`config.mk`:
```
export PLATFORM = sky130hd
export DESIGN_NAME = seq_detect_param
export DESIGN_NICKNAME = d
export VERILOG_FILES = /design/src/rtl/seq_detect_param.sv
export SDC_FILE = /design/constraint.sdc
export NUM_CORES = 1
export LEC_CHECK = 0
export ABC_AREA = 1
export CAP_MARGIN = 20
export CORE_MARGIN = 2
export CORE_UTILIZATION = 59
export CTS_CLUSTER_DIAMETER = 120
export CTS_CLUSTER_SIZE = 25
export DETAILED_ROUTE_END_ITERATION = 16
export PLACE_DENSITY_LB_ADDON = 0.12
export RECOVER_POWER = 100
export SYNTH_ARGS = -nofsm -noshare
export SYNTH_HDL_FRONTEND = slang
export SYNTH_SLANG_ARGS = --single-unit
```
`constraint.sdc`:
```
create_clock -name clk -period 2.8 [get_ports clk]
set_clock_uncertainty 0.1 [all_clocks]
set_input_delay 0.56 -clock clk [delete_from_list [all_inputs] [get_ports clk]]
set_output_delay 0.56 -clock clk [all_outputs]
set_load 0.005 [all_outputs]
```
`src/rtl/seq_detect_param.sv`:
```
// Parametrised Mealy sequence detector with a programmable pattern, overlap mode and a saturating match counter.
// Optional idle timeout that drops partial progress: define SEQ_DETECT_TIMEOUT_EN.
module seq_detect_param #(
  parameter int unsigned                  SYM_W    = 3,
  parameter int unsigned                  SEQ_LEN  = 4,
  parameter logic [SEQ_LEN*SYM_W-1:0]     PAT_INIT = 12'h530,
  parameter int unsigned                  OVERLAP  = 1,
  parameter int unsigned                  CNT_W    = 8,
  parameter int unsigned                  TIMEOUT  = 16
) (
  input  logic                          clk,
  input  logic                          rst,
  input  logic                          in_valid,
  input  logic [SYM_W-1:0]              inp,
  input  logic                          pat_we,
  input  logic [$clog2(SEQ_LEN)-1:0]    pat_addr,
  input  logic [SYM_W-1:0]              pat_wdata,
  input  logic                          cnt_clr,
  output logic                          done,
  output logic [1:0]                    detect,
  output logic [$clog2(SEQ_LEN+1)-1:0]  progress,
  output logic [CNT_W-1:0]              match_cnt
);

  localparam int unsigned PW = $clog2(SEQ_LEN + 1);
  localparam int unsigned HL = SEQ_LEN - 1;

  logic [SYM_W-1:0] r_pat  [SEQ_LEN];
  logic [SYM_W-1:0] r_hist [HL];
  logic [PW-1:0]    r_k;
  logic [CNT_W-1:0] r_cnt;

  logic [SYM_W-1:0] w_s [SEQ_LEN];
  logic [SEQ_LEN:0] w_ok;
  logic [PW-1:0]    w_adv;
  logic [PW-1:0]    w_border;
  logic [PW-1:0]    w_k_nxt;
  logic             w_hist_clr;
  logic             w_hist_shift;
  logic             w_accept;
  logic             w_match;
  logic             w_addr_ok;
  logic             w_idle_hit;

  assign w_addr_ok = (32'(pat_addr) < 32'(SEQ_LEN));
  assign w_accept  = in_valid && !pat_we;

  // Candidate string: oldest history symbol at index 0, incoming symbol last.
  always_comb begin
    for (int m = 0; m < int'(HL); m++) begin
      w_s[m] = r_hist[m];
    end
    w_s[SEQ_LEN-1] = inp;
  end

  // w_ok[j]: the last j symbols of the candidate equal pattern[0..j-1].
  always_comb begin
    w_ok    = '0;
    w_ok[0] = 1'b1;
    for (int j = 1; j <= int'(SEQ_LEN); j++) begin
      w_ok[j] = 1'b1;
      for (int t = 0; t < j; t++) begin
        if (w_s[int'(SEQ_LEN) - j + t] != r_pat[t]) begin
          w_ok[j] = 1'b0;
        end
      end
    end
  end

  // Longest matching prefix reachable from k, and longest proper border for overlap.
  always_comb begin
    w_adv    = '0;
    w_border = '0;
    for (int j = 1; j <= int'(SEQ_LEN); j++) begin
      if (w_ok[j] && (j <= int'(r_k) + 1)) begin
        w_adv = PW'(j);
        if (j < int'(SEQ_LEN)) begin
          w_border = PW'(j);
        end
      end
    end
  end

  assign w_match = w_accept && (w_adv == PW'(SEQ_LEN));

  always_comb begin
    done   = 1'b0;
    detect = 2'd0;
    if (!rst && w_match) begin
      done   = 1'b1;
      detect = inp[0] ? 2'd2 : 2'd1;
    end
  end

`ifdef SEQ_DETECT_TIMEOUT_EN
  localparam int unsigned IW = $clog2(TIMEOUT + 1);

  logic [IW-1:0] r_idle;

  assign w_idle_hit = !in_valid && !pat_we && (r_k != '0) && (r_idle == IW'(TIMEOUT - 1));

  always_ff @(posedge clk) begin
    if (rst) begin
      r_idle <= '0;
    end else if (in_valid || pat_we || (r_k == '0) || w_idle_hit) begin
      r_idle <= '0;
    end else begin
      r_idle <= r_idle + IW'(1);
    end
  end
`else
  logic w_unused_timeout;

  assign w_unused_timeout = ^(32'(TIMEOUT));
  assign w_idle_hit       = 1'b0;
`endif

  // Next-state logic for the prefix length and history.
  always_comb begin
    w_k_nxt      = r_k;
    w_hist_clr   = 1'b0;
    w_hist_shift = 1'b0;
    if (pat_we) begin
      w_k_nxt    = '0;
      w_hist_clr = 1'b1;
    end else if (in_valid) begin
      if (w_match && (OVERLAP == 0)) begin
        w_k_nxt    = '0;
        w_hist_clr = 1'b1;
      end else if (w_match) begin
        w_k_nxt      = w_border;
        w_hist_shift = 1'b1;
      end else begin
        w_k_nxt      = w_adv;
        w_hist_shift = 1'b1;
      end
    end else if (w_idle_hit) begin
      w_k_nxt    = '0;
      w_hist_clr = 1'b1;
    end
  end

  always_ff @(posedge clk) begin
    if (rst) begin
      r_k <= '0;
      for (int m = 0; m < int'(HL); m++) begin
        r_hist[m] <= '0;
      end
      for (int i = 0; i < int'(SEQ_LEN); i++) begin
        r_pat[i] <= PAT_INIT[i*SYM_W +: SYM_W];
      end
    end else begin
      r_k <= w_k_nxt;
      if (w_hist_clr) begin
        for (int m = 0; m < int'(HL); m++) begin
          r_hist[m] <= '0;
        end
      end else if (w_hist_shift) begin
        for (int m = 0; m < int'(HL) - 1; m++) begin
          r_hist[m] <= r_hist[m+1];
        end
        r_hist[HL-1] <= inp;
      end
      if (pat_we && w_addr_ok) begin
        r_pat[pat_addr] <= pat_wdata;
      end
    end
  end

  // Saturating match counter; clear wins over a same-cycle match.
  always_ff @(posedge clk) begin
    if (rst) begin
      r_cnt <= '0;
    end else if (cnt_clr) begin
      r_cnt <= '0;
    end else if (done && (r_cnt != '1)) begin
      r_cnt <= r_cnt + CNT_W'(1);
    end
  end

  assign progress  = r_k;
  assign match_cnt = r_cnt;

endmodule

```
# Word level (Yosys, flattened, before mapping)
# Memories as Yosys holds them, arrays and structs flattened.
# Index checks and enable logic that the tools add are counted.
[classes] add_sub_neg=2 order_cmp=4 n_eq_ne=12 mux=41 n_bitwise=6 n_reduce_logical=13
[op_table] operator="3-bit by 32-bit <= comparator with 1-bit output, first input constant" count=2
[op_table] operator="3-bit 2-to-1 mux" count=11
[op_table] operator="2-bit by 32-bit <= comparator with 1-bit output, first input constant" count=1
[op_table] operator="3-bit inequality test" count=10
[op_table] operator="1-bit 2-to-1 mux" count=27
[op_table] operator="8-bit by 1-bit adder with 8-bit output, second input constant" count=1
[op_table] operator="1-bit logical AND" count=8
[op_table] operator="8-bit inequality test, second input constant" count=1
[op_table] operator="2-bit 2-to-1 mux" count=3
[op_table] operator="1-bit bitwise OR" count=6
[op_table] operator="3-bit by 1-bit adder with 4-bit output, second input constant" count=1
[op_table] operator="3-bit by 4-bit <= comparator with 1-bit output, first input constant" count=1
[op_table] operator="2-bit OR reduction" count=2
[op_table] operator="3-bit == test, second input constant" count=1
[op_table] operator="3-bit OR reduction" count=1
[op_table] operator="1-bit zero test" count=2
[word_totals] register_bits=11 ramBits=21 inputBits=13 out_inout_bits=14 mem_count=2
[memory_table] name="r_pat" depth=4 word_bits=3 rd=4 rd_clocked_by_memory_dff=0 write_ports=4 line_no="28" source="logic [SYM_W-1:0] r_pat [SEQ_LEN];"
[memory_table] name="r_hist" depth=3 word_bits=3 rd=3 rd_clocked_by_memory_dff=0 write_ports=3 line_no="29" source="logic [SYM_W-1:0] r_hist [HL];"

# Depth between registers and ports, before layout
# Gate-level depths: netlist of run 1.
# An unclocked memory read counts as a cell.
[logic_depth] ltp_word=13 depth_mapped=13 mapped_depth_nobuf=12

# Worst setup path after synthesis of run 1
# OpenSTA, ideal clock, no wires.
[synth_path] path_kind="input-to-output" from="input inp[0]" to="output detect[0]" t_arrival_ps=1281 t_required_ps=2140 slack_ps=859 stages=9 cell_sequence="buf_6 > inv_4 > nand2_2 > nand2_1 > nor2_1 > nand2_1 > nor2_4 > nand2_1 > nor2_1"
[synth_via] elab_chain_len=11 word_cells_on_any_way=21
[synth_lines] item="from (decl)" line_no="14" source="input logic [SYM_W-1:0] inp,"
[synth_lines] item="3-bit inequality test" line_no="63" source="if (w_s[int'(SEQ_LEN) - j + t] != r_pat[t]) begin"
[synth_lines] item="1-bit 2-to-1 mux" line_no="63"
[synth_lines] item="1-bit logical AND" line_no="75" source="if (w_ok[j] && (j <= int'(r_k) + 1)) begin"
[synth_lines] item="1-bit 2-to-1 mux" line_no="75"
[synth_lines] item="3-bit 2-to-1 mux (3 in a row)" line_no="75"
[synth_lines] item="3-bit == test" line_no="84" source="assign w_match = w_accept && (w_adv == PW'(SEQ_LEN));"
[synth_lines] item="1-bit logical AND" line_no="84"
[synth_lines] item="1-bit logical AND" line_no="89" source="if (!rst && w_match) begin"
[synth_lines] item="2-bit 2-to-1 mux *" line_no="89"
[synth_lines] item="to (decl)" line_no="20" source="output logic [1:0] detect,"
# Every way passes the cells marked *; elsewhere a longest branch is shown, timed or not.

# Final worst setup path of run 1
[layout_path] from="input inp[1]" to="output done"
[layout_via] elab_chain_len=11 word_cells_on_any_way=20
[layout_lines] item="3-bit inequality test" line_no="63"
[layout_lines] item="1-bit 2-to-1 mux" line_no="63"
[layout_lines] item="1-bit logical AND" line_no="75"
[layout_lines] item="1-bit 2-to-1 mux" line_no="75"
[layout_lines] item="3-bit 2-to-1 mux (2 in a row)" line_no="75"
[layout_lines] item="3-bit 2-to-1 mux *" line_no="75"
[layout_lines] item="3-bit == test *" line_no="84"
[layout_lines] item="1-bit logical AND *" line_no="84"
[layout_lines] item="1-bit logical AND *" line_no="89"
[layout_lines] item="1-bit 2-to-1 mux *" line_no="89"
[layout_lines] item="to (decl)" line_no="19" source="output logic done,"
# Marked as above.

==> key figures, run 1 <==
Run status
  • Outcome: finished clean

Detailed routing
  • Initial DRC count: about 130
  • Wire per inst: around 12 um
  • Final ANT Viol Nets: 0
  • Vias per cell: around 5.0
  • Final WL: ~4.3 mm
  • DRT Pass-1 Iters: 4
  • # DRC: 0
  • Via count: 1,740

Setup path
  • WP data required: about 2.1 ns
  • Worst Setup Path Type: in -> out
  • CP Cell Sequence: clkdlybuf4s50_1, xnor2_1, nand3_2, nor2_4, nand2_2, inv_1, clkdlybuf4s50_1
  • Worst stage delay on the critical path: around 0.50 ns
  • CP endpoint kind: primary output
  • Worst path most repeated cell: clkdlybuf4s50_1
  • Critical-path maximum fanout: 4
  • CP bufs+invs: 3
  • Worst EP arrival: between 2 and 2.5 ns
  • R2R Setup Slk: 0.61 ns
  • Crit-path leading delay family: buffers and inverters
  • Slowest CP cell: clkdlybuf4s50_1
  • Element type at the critical path start: input port

Layout
  • Layout fillers: between 200 and 250
  • Number of diodes: 0
  • Share of cells above drive strength 1: 13.2%
  • Register area: between 800 and 900 um^2
  • Layout Nets: 321
  • Syn-to-layout area delta: 23.8%
  • Post-layout util: 77.9%
  • Multi-input gate area: 903 um^2
  • Design area: 0.00242 mm^2

Placed design
  • Port bufs: 26
  • Dpl cell area: around 0.0023 mm^2
  • DP Wirelength: ~3.2 mm
  • Gpl congestion: 0.840

Synth
  • Cells after Synth: 260
  • Syn_nets: ~280
  • Async S/R FF share, synth: 0%
  • Sequential-to-total area share from yosys stat: 43.6%
  • Number of synthesized flops with an enable pin: 21
  • Syn_area_per_cell: between 7 and 8 um^2
  • Simple logic cell fraction of the synthesized area: between 30% and 40%
  • Most frequent cell after synthesis: nand2_1
  • XOR/XNOR Fraction of Synth Area: 5.83%
  • Unique masters post-synth: 27
  • Ys flop type: edfxtp_1
  • Post-synthesis compound-gate area fraction: 2.05%
  • Synth top area share: ~32%
  • Largest family of logic cells by synthesized area: simple AND/OR/NAND/NOR gates
  • #FFs+latches synth: 32
  • Mapped Area: 0.00195 mm^2
  • Yosys top cell by area: edfxtp_1
  • Dominant cells by area after synthesis: edfxtp_1 (32%), nand2_1 (15%), dfxtp_1 (11%)
  • Ys Warns: 0
  • Synth Area in Adders: 3.21%
  • Top post-synthesis cells by count: nand2_1 (78), nor2_1 (44), inv_1 (39), edfxtp_1 (21)
  • Post-synthesis mux area share: 0%

Global route
  • Largest net degree at the start of global routing: 12
  • Grt total ovfl: 0
  • Initial antenna violation count: 0
  • First-pass GRT wire length: 6.69 mm
  • Vias in the first global route: 1,564
  • Gr usage total: around a quarter

Floorplan
  • Row count: 20
  • Ports: 27
  • Die width: ~62 um
  • Die Ht: 61.5 um
  • Total core area: slightly above 0.003 mm^2
  • Total die area: roughly 0.0038 mm^2
  • Initial core utilization: between 60% and 70%

STA
  • Worst-Margin Slew: between 0.5 and 0.6 ns
  • Endpoints failing setup: 0
  • Hold Slack: about 0.40 ns
  • Final worst path period need: 2.72 ns
  • Slew Viols, Final: 0
  • Setup_tns: 0 ns
  • Final period utilization: a little over nine tenths
  • Slew margin rel.: between 60 and 70%
  • Final hold violations: 0
  • Fmax: roughly 370 MHz

Clocking
  • # clock sinks: 32
  • H-tree Lvls: 2
  • CTS tree: done
  • CTS Hold Bufs: 0
  • Root Buffer: clkbuf_4
  • Total CTS buffers: 5
  • Worst-Skew Late Latency: roughly 0.35 ns
  • Clk pin slew, worst setup/hold paths: around 0.10 ns
  • Clock Tree Buf Depth: 2

Min path
  • HP Class: reg -> reg

Run
  • Max capacitance violation total: 0

Power and ir drop
  • P_leak: roughly 1.1 nW
  • Maximum vdd drop: 0.351 mV
  • Cell Pwr Density: around 430 mW/mm^2
-- metal layers --
layer  global-route usage [%]  wire length [um]  vias up
met2                     40.8              2060       53
met3                     6.51               179       14
li1                         -                 -      892
met1                     30.8              1940      781
met4                     12.5               136        0
met5                        0                 0        -
-- flip-flops by register name (all words and copies together) (netlist names) --
| name | count |
|---|---|
| r_pat | 12 |
| r_hist | 9 |
| match_cnt | 8 |
| progress | 3 |
-- cells in the final DEF (no fill, tap or decap), types with 6 or more instances in the layout --
cell type,Yosys,final
nand2_1,78,77
nor2_1,44,43
inv_1,39,39
edfxtp_1,21,21
clkdlybuf4s50_1,0,19
buf_4,1,11
nand3_1,11,10
dfxtp_1,11,9
xor2_1,7,7
xnor2_1,6,6
clkbuf_4,0,6
-- worst register-to-register path, stage by stage (launching register included) --
cell and delay (ns):
dfxtp_2 0.42, ha_1 0.19, inv_1 0.04, nand2_1 0.08, nand3_2 0.11, nand2_1 0.13, nor2_4 0.05, buf_4 0.12
nand3_1 0.30, clkinvlp_2 0.30, nand2_2 0.13, nand2_2 0.05, nand2_1 0.05, nor2_1 0.04
-- cell families (layout without fill, tap and decap cells) --
group / Yosys count / after routing
AND/OR/NAND/NOR: 155 / 155
buffers and inverters: 47 / 91
flip-flops: 32 / 32
XOR/XNOR: 13 / 13
AO/OA/AOI/OAI: 8 / 8
adder cells (fa/ha/maj): 5 / 5
-- through the flow --
stage               worst slack (ns)  power, mW  instances
finish                        0.0775       1.04        348
global route                -0.00307       1.07        348
CTS                           0.0306       1.03        344
detailed placement            -0.140      0.681        336
global placement             -0.0926      0.676        336
floorplan                      0.859      0.632        260
-- layout make-up --
cell class	instances	area share [%]
Tap cell	44	2.28
Sequential cell	32	35.4
Timing Repair Buffer	40	14.8
Multi-Input combinational cell	181	37.4
Clock inverter	3	1.76
Inverter	43	6.84
Clock buffer	5	1.55
-- power breakdown --
part	switching (mW)	internal (mW)
clock network	0.176	0.186
registers	0.0228	0.523
logic	0.0725	0.0551
-- what timing repair did --
action / 4_1_cts / 5_1_grt
gates cloned: 0 / 0
setup endpoints to repair: 3 / 3
gates resized for setup: 9 / 5
pin swaps: 1 / 1
buffers inserted: 0 / 4
hold endpoints to repair: 0 / 0
-- worst paths after layout --
kind,from,endpoint,cells past startpoint
worst max register to register,progress[1]$_SDFFE_PP0P_,match_cnt[3]$_SDFFE_PP0P_,13
worst max-delay path,inp[1],done,7
worst min-delay path,match_cnt[4]$_SDFFE_PP0P_,match_cnt[4]$_SDFFE_PP0P_,2
worst min register to register,match_cnt[4]$_SDFFE_PP0P_,match_cnt[4]$_SDFFE_PP0P_,2
No activity file was read; power rests on OpenSTA's default activity.
==> run 2: changes to the inputs <==
SETUP_SLACK_MARGIN = 0.5   (was unset)
==> run 2 against run 1 <==
Effect of this change: register-to-register slack lost 0.18 ns; sequential power is essentially flat; core utilization grew 1.4 points; maximum frequency grew 14%; global-route usage grew 1.1 points; wire length grew 6.7%; critical path type is now reg -> out; critical endpoint is now detect[0].
==> key figures, run 2 (synthesis gave the netlist of run 1 again) <==
Run status
  • Outcome: finished clean

STA
  • Final period utilization: around 85%
  • Worst-Margin Slew: between 0.5 and 0.6 ns
  • Slew margin rel.: 65.5%
  • Endpoints failing setup: 0
  • Fmax: between 400 and 500 MHz
  • Final hold violations: 0
  • Slew Viols, Final: 0
  • RSZ-0062 raised after global routing: true
  • Final worst path period need: approximately 2.4 ns

Detailed routing
  • Initial DRC count: between 150 and 200
  • Wire per inst: roughly 13 um
  • Vias per cell: between 5 and 6
  • Final WL: between 4 and 5 mm
  • # DRC: 0
  • Via count: around 1,800
  • DRT Pass-1 Iters: 6
  • Final ANT Viol Nets: 0

Setup path
  • CP Cell Sequence: inv_1, nand2_2, nand2_1, nor2_1, nand2_1, nor2_1, nand2_4, nor2_1, buf_2
  • Crit-path leading delay family: simple AND/OR/NAND/NOR gates
  • Critical-path maximum fanout: 5
  • Element type at the critical path start: flop
  • Worst stage delay on the critical path: approximately 0.47 ns
  • Worst path most repeated cell: nor2_1
  • Worst Setup Path Type: reg -> out
  • Worst EP arrival: approximately 1.7 ns
  • CP bufs+invs: 2
  • CP endpoint kind: primary output
  • WP data required: 2.14 ns
  • Slowest CP cell: edfxtp_1

Min path
  • HP Class: reg -> reg

Clocking
  • Root Buffer: clkbuf_4
  • Worst-Skew Late Latency: 0.36 ns
  • Total CTS buffers: 5
  • Clk pin slew, worst setup/hold paths: roughly 0.11 ns
  • # clock sinks: 32
  • CTS Hold Bufs: 0
  • Clock Tree Buf Depth: 2
  • H-tree Lvls: 2
  • CTS tree: done

Layout
  • Share of cells above drive strength 1: between 10% and 20%
  • Syn-to-layout area delta: 26.0%
  • Number of diodes: 0
  • Largest register FFs: 12
  • Most frequent cells in the layout: nand2_1 (74), nor2_1 (45), inv_1 (37)
  • Layout Nets: 330
  • Post-layout util: slightly below 80%
  • Largest Register: r_pat
  • Commonest non-fill, non-tap cell in the layout: nand2_1

Power and ir drop
  • Sw Pwr: approximately 0.28 mW
  • Cell Pwr Density: approximately 430 mW/mm^2
  • Overall power: 1.05 mW
  • Sequential share of power: between 50% and 60%
  • Clock Power Share: between 30% and 40%
  • P_leak: 1.18 nW
  • Sw Share: 26.6%
  • Combinational power share: between 10% and 20%
  • Int Power: approximately 0.77 mW
  • Maximum vdd drop: around 0.34 mV

Floorplan
  • Total die area: approximately 0.0038 mm^2
  • Total core area: a little over 0.003 mm^2
  • Initial core utilization: a little over three fifths
  • Die width: between 60 and 70 um
  • Ports: 27
  • Row count: 20
  • Die Ht: approximately 62 um

Global route
  • Gr usage total: between 20% and 30%
  • Initial antenna violation count: 0
  • Largest net degree at the start of global routing: 12
  • Vias in the first global route: around 1,600
  • First-pass GRT wire length: 6.98 mm
  • Grt total ovfl: 0

Placed design
  • Port bufs: 26
  • DP Wirelength: roughly 3.2 mm
  • Gpl congestion: about 0.84

Run
  • Max capacitance violation total: 0
==> run 2: cell count changes in the layout (fill, tap and decap cells not counted), moves of 3 or more <==
cell             change
buf_4                +7
clkdlybuf4s50_1     -13
dlygate4sd3_1       +11
nand2_1              -3
nor2_4               -3
==> run 2: final cells by class <==
class	count	area, um^2
multi-input cells	181	898
flip-flops and latches	32	858
fillers	232	644
repair buffers	49	402
inverters	43	165
well taps	44	55.1
clock inverters	3	42.5
clock buffers	5	37.5
==> run 2: worst register-to-register path, stage by stage (launching register included) <==
cell and delay [ns]:
edfxtp_1 0.47, inv_1 0.10, nand2_2 0.07, nand2_1 0.04, nor2_1 0.10, nand2_1 0.08
nor2_1 0.21, clkbuf_4 0.19, buf_4 0.10, buf_4 0.09, nand3_1 0.22, nor2_1 0.30
nand2_1 0.09, nand2_1 0.06, nor2_1 0.04
==> run 2: power by group through the flow <==
stage | sequential, mW | clock, mW | combinational (mW)
CTS | 0.544 | 0.362 | 0.127
global placement | 0.556 | 0 | 0.120
detailed placement | 0.557 | 0 | 0.123
finish | 0.543 | 0.366 | 0.139
global route | 0.546 | 0.383 | 0.154
floorplan | 0.549 | 0 | 0.0825
==> run 2: layer usage <==
layer	GRT usage (%)	part of all wire (%)	vias to the layer above
met5	0	0	-
met4	14.6	5.1	0
met3	6.51	5.2	24
met2	42.4	46	67
met1	31.8	43	827
li1	-	-	903
==> run 2: path summary, 6_finish.rpt <==
path / startpoint / end / slack (ns) / cells past startpoint
max: r_pat[0][0]$_SDFFCE_PN0P_ / detect[0] / 0.41 / 9
min: match_cnt[4]$_SDFFE_PP0P_ / match_cnt[4]$_SDFFE_PP0P_ / 0.40 / 2
max reg2reg: r_pat[0][0]$_SDFFCE_PN0P_ / match_cnt[4]$_SDFFE_PP0P_ / 0.43 / 14
min reg2reg: match_cnt[4]$_SDFFE_PP0P_ / match_cnt[4]$_SDFFE_PP0P_ / 0.40 / 2
==> run 2: metrics by stage <==
step / setup slack [ns] / cell area (um^2) / hold WS [ns] / std cells / TNS (ns)
after global placement: -0.0926 / 2310 / 0.379 / 336 / -0.236
after CTS: 0.504 / 2420 / 0.411 / 349 / 0
final: 0.411 / 2460 / 0.397 / 357 / 0
after floorplan: 0.859 / 1950 / 0.371 / 260 / 0
after detailed placement: -0.140 / 2310 / 0.388 / 336 / -0.380
after global routing: 0.277 / 2460 / 0.442 / 357 / 0
==> run 2: what timing repair did <==
action | CTS | global route
setup endpoints to repair | 3 | 3
gates resized for setup | 26 | 12
pin swaps | 9 | 5
hold endpoints to repair | 0 | 0
setup buffers | 5 | 8
gates cloned | 0 | 0
